File: config.mk
export PLATFORM = sky130hd
export DESIGN_NAME = axis_spi_slave_top
export DESIGN_NICKNAME = d
export VERILOG_FILES = /design/src/rtl/axis_spi_pkg.sv /design/src/rtl/spi_sync_edge.sv /design/src/rtl/axis_spi_slave_top.sv
export SDC_FILE = /design/constraint.sdc
export NUM_CORES = 1
export LEC_CHECK = 0
export ABC_AREA = 1
export BUFFER_PORTS_ARGS = -buffer_cell sky130_fd_sc_hd__buf_2
export CAP_MARGIN = 20
export CORE_ASPECT_RATIO = 1.5
export CORE_UTILIZATION = 30
export DETAILED_ROUTE_END_ITERATION = 16
export HOLD_SLACK_MARGIN = 0.02
export PLACE_DENSITY = 0.51
export SLEW_MARGIN = 30
export SYNTH_ARGS = -nofsm -noshare
export SYNTH_HDL_FRONTEND = slang
export SYNTH_SLANG_ARGS = --single-unit
File: constraint.sdc
create_clock -name aclk -period 1.9 [get_ports aclk]
set_clock_uncertainty 0.15 [all_clocks]
set_input_delay 0.095 -clock aclk [delete_from_list [all_inputs] [get_ports aclk]]
set_output_delay 0.095 -clock aclk [all_outputs]
set_load 0.01 [all_outputs]
File: src/rtl/axis_spi_pkg.sv
// Shared types and constants for the AXI-Stream SPI slave.
package axis_spi_pkg;

    typedef enum logic {S_IDLE, S_SHIFT} SPI_SLV_STATE_T;

    localparam int SPI_BITS = 8;

endpackage

File: src/rtl/spi_sync_edge.sv
// Multi-flop synchroniser for one SPI pin, plus a history flop that yields
// single-cycle rise/fall strobes in the aclk domain.
module spi_sync_edge #(
    parameter int   STAGES = 2,
    parameter logic INIT   = 1'b0
) (
    input  logic aclk,
    input  logic aresetn,
    input  logic din,
    output logic level,
    output logic rise,
    output logic fall
);

    logic [STAGES-1:0] sync_q, sync_d;
    logic              hist_q, hist_d;

    always_comb begin
        sync_d = {sync_q[STAGES-2:0], din};
        hist_d = sync_q[STAGES-1];
    end

    always_ff @(posedge aclk) begin
        if (!aresetn) begin
            sync_q <= {STAGES{INIT}};
            hist_q <= INIT;
        end else begin
            sync_q <= sync_d;
            hist_q <= hist_d;
        end
    end

    assign level = sync_q[STAGES-1];
    assign rise  = level & ~hist_q;
    assign fall  = ~level & hist_q;

endmodule

File: src/rtl/axis_spi_slave_top.sv
// SPI slave (CPOL=0, MSB first) bridging oversampled SPI pins to a pair of
// AXI-Stream byte channels: s_axis feeds MISO, MOSI bytes leave on m_axis.
module axis_spi_slave_top
    import axis_spi_pkg::*;
#(
    parameter int         SYNC_STAGES = 2,
    parameter logic [7:0] FILL_BYTE   = 8'hFF
) (
    input  logic       aclk,
    input  logic       aresetn,
    input  logic       SCK_I,
    output logic       SCK_O,
    output logic       SCK_T,
    input  logic       SS_I,
    output logic       SS_O,
    output logic       SS_T,
    input  logic       IO0_I,
    output logic       IO0_O,
    output logic       IO0_T,
    input  logic       IO1_I,
    output logic       IO1_O,
    output logic       IO1_T,
    input  logic [7:0] s_axis_tdata,
    input  logic       s_axis_tvalid,
    output logic       s_axis_tready,
    output logic [7:0] m_axis_tdata,
    output logic       m_axis_tvalid,
    input  logic       m_axis_tready,
    output logic       rx_overrun,
    output logic       tx_underrun,
    output logic       frame_abort
);

    logic sck_level, sck_rise, sck_fall;
    logic ss_level, ss_rise, ss_fall;
    logic mosi_sync, mosi_rise, mosi_fall;

    spi_sync_edge #(.STAGES(SYNC_STAGES), .INIT(1'b0)) u_sck (
        .aclk(aclk), .aresetn(aresetn), .din(SCK_I),
        .level(sck_level), .rise(sck_rise), .fall(sck_fall)
    );

    spi_sync_edge #(.STAGES(SYNC_STAGES), .INIT(1'b1)) u_ss (
        .aclk(aclk), .aresetn(aresetn), .din(SS_I),
        .level(ss_level), .rise(ss_rise), .fall(ss_fall)
    );

    spi_sync_edge #(.STAGES(SYNC_STAGES), .INIT(1'b0)) u_mosi (
        .aclk(aclk), .aresetn(aresetn), .din(IO0_I),
        .level(mosi_sync), .rise(mosi_rise), .fall(mosi_fall)
    );

    // The slave never drives SCK, SS or MOSI; SCK rising edges carry no action.
    logic unused_sigs;
    assign unused_sigs = ^{IO1_I, sck_level, sck_rise, ss_level, mosi_rise, mosi_fall};

    assign SCK_O = 1'b0;
    assign SCK_T = 1'b1;
    assign SS_O  = 1'b1;
    assign SS_T  = 1'b1;
    assign IO0_O = 1'b0;
    assign IO0_T = 1'b1;

    SPI_SLV_STATE_T      state_q, state_d;
    logic [7:0]          hold_q, hold_d;
    logic                hold_valid_q, hold_valid_d;
    logic                s_ready_q, s_ready_d;
    logic [SPI_BITS-1:0] tx_sh_q, tx_sh_d;
    logic [SPI_BITS-1:0] rx_sh_q, rx_sh_d;
    logic [3:0]          bit_cnt_q, bit_cnt_d;
    logic [7:0]          rx_data_q, rx_data_d;
    logic                rx_valid_q, rx_valid_d;
    logic                rx_overrun_q, rx_overrun_d;
    logic                tx_underrun_q, tx_underrun_d;
    logic                frame_abort_q, frame_abort_d;
    logic                load;
    logic [SPI_BITS-1:0] rx_byte;

    always_comb begin
        state_d       = state_q;
        hold_d        = hold_q;
        hold_valid_d  = hold_valid_q;
        tx_sh_d       = tx_sh_q;
        rx_sh_d       = rx_sh_q;
        bit_cnt_d     = bit_cnt_q;
        rx_data_d     = rx_data_q;
        rx_valid_d    = rx_valid_q;
        rx_overrun_d  = 1'b0;
        tx_underrun_d = 1'b0;
        frame_abort_d = 1'b0;
        load          = 1'b0;
        rx_byte       = {rx_sh_q[SPI_BITS-2:0], mosi_sync};

        if (rx_valid_q && m_axis_tready) begin
            rx_valid_d = 1'b0;
        end

        case (state_q)
            S_IDLE: begin
                bit_cnt_d = 4'd0;
                if (ss_fall) begin
                    load    = 1'b1;
                    state_d = S_SHIFT;
                end
            end
            S_SHIFT: begin
                // SS release takes priority over a coincident SCK edge.
                if (ss_rise) begin
                    state_d   = S_IDLE;
                    rx_sh_d   = '0;
                    bit_cnt_d = 4'd0;
                    if (bit_cnt_q != 4'd0) begin
                        frame_abort_d = 1'b1;
                    end
                end else if (sck_fall) begin
                    rx_sh_d = rx_byte;
                    if (bit_cnt_q == 4'(SPI_BITS - 1)) begin
                        bit_cnt_d = 4'd0;
                        load      = 1'b1;
                        if (rx_valid_q && !m_axis_tready) begin
                            rx_overrun_d = 1'b1;
                        end else begin
                            rx_data_d  = rx_byte;
                            rx_valid_d = 1'b1;
                        end
                    end else begin
                        bit_cnt_d = bit_cnt_q + 4'd1;
                        tx_sh_d   = {tx_sh_q[SPI_BITS-2:0], 1'b0};
                    end
                end
            end
            default: state_d = S_IDLE;
        endcase

        if (load) begin
            if (hold_valid_q) begin
                tx_sh_d      = hold_q;
                hold_valid_d = 1'b0;
            end else begin
                tx_sh_d       = FILL_BYTE;
                tx_underrun_d = 1'b1;
            end
        end

        if (s_axis_tvalid && s_ready_q) begin
            hold_d       = s_axis_tdata;
            hold_valid_d = 1'b1;
        end

        s_ready_d = !hold_valid_d;
    end

    always_ff @(posedge aclk) begin
        if (!aresetn) begin
            state_q       <= S_IDLE;
            hold_q        <= '0;
            hold_valid_q  <= 1'b0;
            s_ready_q     <= 1'b0;
            tx_sh_q       <= '0;
            rx_sh_q       <= '0;
            bit_cnt_q     <= 4'd0;
            rx_data_q     <= '0;
            rx_valid_q    <= 1'b0;
            rx_overrun_q  <= 1'b0;
            tx_underrun_q <= 1'b0;
            frame_abort_q <= 1'b0;
        end else begin
            state_q       <= state_d;
            hold_q        <= hold_d;
            hold_valid_q  <= hold_valid_d;
            s_ready_q     <= s_ready_d;
            tx_sh_q       <= tx_sh_d;
            rx_sh_q       <= rx_sh_d;
            bit_cnt_q     <= bit_cnt_d;
            rx_data_q     <= rx_data_d;
            rx_valid_q    <= rx_valid_d;
            rx_overrun_q  <= rx_overrun_d;
            tx_underrun_q <= tx_underrun_d;
            frame_abort_q <= frame_abort_d;
        end
    end

    assign IO1_O         = tx_sh_q[SPI_BITS-1];
    assign IO1_T         = (state_q == S_IDLE);
    assign s_axis_tready = s_ready_q;
    assign m_axis_tdata  = rx_data_q;
    assign m_axis_tvalid = rx_valid_q;
    assign rx_overrun    = rx_overrun_q;
    assign tx_underrun   = tx_underrun_q;
    assign frame_abort   = frame_abort_q;

endmodule

==> flow_summary.toml, run 1 <==
[sta]
drv_slew = 0
clock.fmax_mhz = 621
fin_setup_tns_ns = 0
finalCritPeriodShare_pct = 84.7
whs_ns = 0.0674
period_needed_ns = 1.61
finalSetupViolCount = 0
hold_viol = 0
rsz0062_at_grt = "false"
maxSlewHeadroom_pct = 57.1
timing.final.ws_setup_ns = 0.291
worstMarginPinSlew_ns = 0.642

[logic_synthesis]
ys_warn_count = 0
synth_top_area_share_pct = 48.3
synth_simple_gate_area_share_pct = 24.9
synthesis.area_um2 = 2070
yosys-top-cells-area = "dfxtp_1 48%, nor2_1 11%, inv_1 5.6%"
synthAdderAreaFrac_pct = 1.21
ys.flop_type = "dfxtp_1"
synth_top_family_by_area = "simple AND/OR/NAND/NOR gates"
synth_edf_count = 0
syn_inst = 269
synth_top_area_cell = "dfxtp_1"
ys_seq_area_share_pct = 48.3
synth_compound_area_share_pct = 14.6
async_reset_ff_share_pct = 0
synthMuxAreaShare_pct = 0
ys_seq_elements = 50
synthXorXnorAreaFrac_pct = 0
avgSynthCellArea_um2 = 7.70
ys_types = 28

[place]
hpwl_um = 2830
io_buffers = 29
pre_cts_ws_ns = 0.283
dp.cells = 368
gp_congestion = 0.759

[die]
initial_core_util_pct = 31.5
fp.coreArea_um2 = 6580
die_width_um = 69.9
die-height_um = 104
pin_count = 37
row_count = 36
dieArea_um2 = 7250

[status]
status = "finished, final reports clean"

[critical_path]
r2r-start = "bit_cnt_q[0]$_SDFFE_PN0P_"
crit_chain = "ha_1 > nand2_1 > nor2_2 > nand3_4 > buf_12 > nor2_4 > o21ai_0 > nor2_1"
critical_path_required_ns = 2.00
cp_slowest_cell = "dfxtp_1"
path_max_fanout = 26
max_stage_delay_ns = 0.34
critPathKind = "flip-flop to flip-flop"
worstSetupEndpointType = "flip-flop"
cp-start-kind = "flip-flop"
cp.arrival_ns = 1.71
cp-startpoint = "bit_cnt_q[0]$_SDFFE_PN0P_"

[hold_path]
hold_class = "primary input to flip-flop"
worstHoldStart = "m_axis_tready"

[clock_tree]
ctsResizeCount = 0
cts_setup_buffers = 0
clock_latency_ns = 0.31
numCtsBuffers = 5
cts_tree = "built"
clock-sinks = 50
ctsHtreeMaxLevel = 2
clockBufferDepth = 2
clkTransAtPathRegs_ns = 0.09
cts-root-buf = "clkbuf_8"

[route]
routedWlPerCell_um = 10.6
vias = 1740
drc = 0
wl_um = 4110
ant_nets = 0
vias_per_cell = 4.50
drt_iter0_markers = 81
firstDrtPassIters = 4

[run]
maxCapViolations = 0

[global_route]
grt_max_degree = 30
grt_pass1_vias = 1652
grt_util_all_layers_pct = 12.1
antenna_found_initial = 0
overflow = 0
grt_pass1_wl_um = 7170

[finish]
fill_cells = 707
final_layout_size_suffix_gt1_share_pct = 20.3
layout_common_cells = "59 x nor2_1, 50 x dfxtp_1, 31 x inv_1"
mostFrequentLayoutCell = "nor2_1"
diodes = 0
area_delta_synth_final_pct = 20.5
fin_nets = 328
stdcell_count = 387

[pwr]
leakage_nw = 1.10
p_per_area_nw_per_um2 = 769
ir_worst_vdd_uv = 399
## through the flow
step | utilization (%) | power (mW) | cell area (um2)
after floorplan | - | 1.23 | 2090
final | 38.0 | 1.92 | 2500
after global routing | 38.0 | 2.02 | 2500
after global placement | 34.8 | 1.27 | 2290
after detailed placement | 34.8 | 1.27 | 2290
after CTS | 38.0 | 1.96 | 2500
## sequential cells by signal (all words and copies together) (netlist names), 2 cells and up
signal,count
hold_q,8
m_axis_tdata,8
tx_sh_q,8
rx_sh_q,7
bit_cnt_q,4
u_mosi.sync_q,2
u_sck.sync_q,2
u_ss.sync_q,2
## Yosys cell counts (4+ instances only)
cell type and instances:
o21ai_1 6, or2_2 4, buf_4 7, o21ai_0 19, nor3_1 11, a21oi_1 8
dfxtp_1 50, o22ai_1 6, nor2_1 59, nand2_1 24, a21oi_2 7, clkbuf_1 6
inv_1 31, nand3_1 11
## critical path: cells and delay by family (launching register included)
family / cells / cell delay [ns]
AO/OA/AOI/OAI: 1 / 0.10
adder cells (fa/ha/maj): 1 / 0.18
buffers and inverters: 1 / 0.17
flip-flops: 1 / 0.34
AND/OR/NAND/NOR: 5 / 0.60
## power by group
group	switching, mW	internal, mW	total (mW)
sequential	0.0184	1.08	1.10
combinational	0.0902	0.0663	0.157
clock	0.363	0.300	0.664
## final cells by class
cell class | instances | area, um2 | area share [%]
tap | 76 | 95.1 | 3.81
clock inverter | 2 | 16.3 | 0.651
timing repair buffer | 46 | 313 | 12.5
clock buffer | 6 | 82.6 | 3.31
inverter | 33 | 124 | 4.96
sequential | 50 | 1000 | 40.1
multi-input combinational | 174 | 866 | 34.7
## worst paths after layout
path                                   to  slack, ns  cells past startpoint
min reg2reg   u_mosi.sync_q[1]$_SDFF_PN0_       0.27                      2
max          m_axis_tdata[4]$_SDFFE_PN0P_       0.29                      8
min                 rx_overrun$_SDFF_PP0_       0.07                      5
max reg2reg  m_axis_tdata[4]$_SDFFE_PN0P_       0.29                      8
## routing by layer
layer  vias up  share of wire, %  GRT usage (%)
li1        924                 -              -
met1       785                46           13.9
met2        26                50           21.6
met3         5               2.2           2.63
met4         0               1.6           4.71
met5         -                 0              0
## timing repair
item,CTS,global route
hold endpoints to repair,11,0
hold buffers,11,0
setup endpoints to repair,0,0
## cells by family (layout without fill, tap and decap cells)
kind of cell,count (synthesis),after routing
flops,50,50
compound gates,50,50
other cells,2,6
buf+inv,49,87
fa+ha+maj,2,2
simple gates,116,116
Note: power is estimated with default switching activity, not from simulation.
==> run 2: changes to the inputs <==
==> constraint.sdc (replaced) <==
create_clock -name aclk -period 1.58 [get_ports aclk]
set_clock_uncertainty 0.15 [all_clocks]
set_input_delay 0.079 -clock aclk [delete_from_list [all_inputs] [get_ports aclk]]
set_output_delay 0.079 -clock aclk [all_outputs]
set_load 0.01 [all_outputs]
==> run 2 against run 1 <==
Against the previous run:
- the run now ends with setup timing left
- die area unchanged
- wire length grew 11%
- via count is 4.4% higher
- sequential cell count unchanged
- first-iteration DRC count down 16%
==> flow_summary.toml, run 2 (synthesis results as in run 1) <==
[global_route]
grt_max_degree = 30
grt_util_all_layers_pct = 13.4
antenna_found_initial = 0
grt_pass1_vias = 1784
grt_pass1_wl_um = 7950
overflow = 0

[die]
die_width_um = 69.9
row_count = 36
dieArea_um2 = 7250
initial_core_util_pct = 31.5
fp.coreArea_um2 = 6580
pin_count = 37
die-height_um = 104

[critical_path]
max_stage_delay_ns = 0.36
cp-start-kind = "flip-flop"
cp.arrival_ns = 1.69
cp_slowest_cell = "dfxtp_2"
path_max_fanout = 8
crit_top_cell = "nor2_4"
crit_chain = "ha_4 > nand2_4 > nor2_4 > nand3_4 > nor2_4 > o21ai_1 > nor2_1"
worstSetupEndpointType = "flip-flop"
r2r.worst_path.cells = 7
critPathKind = "flip-flop to flip-flop"
critical_path_required_ns = 1.68

[place]
gp_congestion = 0.729
hpwl_um = 2970
io_buffers = 29

[sta]
finalSetupViolCount = 3
clock.fmax_mhz = 629
rsz0062_at_grt = "true"
hold_viol = 0
drv_slew = 0
maxSlewHeadroom_pct = 53.9
period_needed_ns = 1.59
timing.final.ws_setup_ns = -0.0102
worstMarginPinSlew_ns = 0.690
finalCritPeriodShare_pct = 101
fin_setup_tns_ns = -0.0240

[run]
maxCapViolations = 0

[clock_tree]
numCtsBuffers = 5
ctsHtreeMaxLevel = 2
cts-root-buf = "clkbuf_8"
clock-sinks = 50
cts_tree = "built"
clock_latency_ns = 0.30
clockBufferDepth = 2
clkTransAtPathRegs_ns = 0.10

[route]
routedWlPerCell_um = 11.3
ant_nets = 0
drc = 0
vias = 1817
vias_per_cell = 4.51
firstDrtPassIters = 4
wl_um = 4560
drt_iter0_markers = 68

[finish]
final_layout_size_suffix_gt1_share_pct = 26.3
layout_common_cells = "59 x nor2_1, 48 x dfxtp_1, 31 x inv_1"
mostFrequentLayoutCell = "nor2_1"
fin_nets = 344
final_core_util_pct = 41.0
diodes = 0
area_delta_synth_final_pct = 30.1

[hold_path]
hold_depth = 4
hold_class = "primary input to flip-flop"

[pwr]
p_per_area_nw_per_um2 = 865
leakage_nw = 1.18
ir_worst_vdd_uv = 428

[status]
status = "complete, but fails checks"
failed_checks = "setup timing"
==> run 2: cell count changes in the layout (fill, tap and decap cells not counted), moves of 2 or more <==
cell      change
o21ai_0       -2
nand3_4       +2
clkinv_4      +2
buf_4        +12
nand2_4       +2
dfxtp_1       -2
dfxtp_2       +2
nor3_1        -2
nor3_2        +2
buf_6         +2
==> run 2: repair_timing <==
action | in CTS | in global routing
pin swaps | 2 | 9
hold buffers | 12 | 0
gates cloned | 2 | 0
resized for setup | 4 | 15
setup endpoints to repair | 18 | 27
endpoints found under the hold margin | 13 | 0
buffers inserted | 1 | 3
==> run 2: final timing paths <==
check	from	to	slack [ns]
max	bit_cnt_q[0]$_SDFFE_PN0P_	m_axis_tdata[3]$_SDFFE_PN0P_	-0.01
max reg2reg	bit_cnt_q[0]$_SDFFE_PN0P_	m_axis_tdata[3]$_SDFFE_PN0P_	-0.01
min	s_axis_tvalid	s_axis_tready$_SDFF_PN0_	0.07
min reg2reg	u_ss.sync_q[0]$_SDFF_PN1_	u_ss.sync_q[1]$_SDFF_PN1_	0.27
==> run 2: per-layer routing <==
layer,track usage (%),vias up,part of all wire (%)
met5,0,-,0
met4,5.29,0,1.2
met3,2.43,5,2.5
met2,23.6,28,51
met1,15.6,822,45
li1,-,962,-
==> run 2: critical path: cells and delay by family, from the launching register on <==
| family | cells | cell delay, ns |
|---|---|---|
| fa+ha+maj | 1 | 0.15 |
| compound gates | 1 | 0.10 |
| simple gates | 5 | 0.78 |
| flops | 1 | 0.36 |
==> run 2: area by class of cell <==
| cell class | count | area [um2] |
|---|---|---|
| Sequential cell | 50 | 1000 |
| Fill cell | 701 | 3880 |
| Clock inverter | 2 | 17.5 |
| Timing Repair Buffer | 60 | 415 |
| Tap cell | 76 | 95.1 |
| Clock buffer | 6 | 82.6 |
| Inverter | 33 | 124 |
| Multi-Input combinational cell | 176 | 957 |
==> run 2: power by group <==
part,switching (mW),leakage (nW),total [mW],internal [mW]
logic,0.119,0.724,0.210,0.0906
registers,0.0224,0.408,1.32,1.30
clock network,0.439,0.0514,0.800,0.361
total,0.580,1.18,2.33,1.75
==> run 2: metrics by stage <==
| step | hold WS (ns) | total power, mW | instance area (um2) | cells | setup WS, ns |
|---|---|---|---|---|---|
| 2_1_floorplan | 0.0266 | 1.48 | 2090 | 273 | 0.0336 |
| 5_1_grt | 0.118 | 2.44 | 2700 | 403 | -0.0996 |
| 6_report | 0.0684 | 2.33 | 2700 | 403 | -0.0102 |
| 3_5_place_dp | 0.116 | 1.53 | 2340 | 377 | -0.104 |
| 4_1_cts | 0.0795 | 2.36 | 2610 | 400 | 0.00295 |
| 3_3_place_gp | 0.111 | 1.53 | 2340 | 377 | -0.0711 |
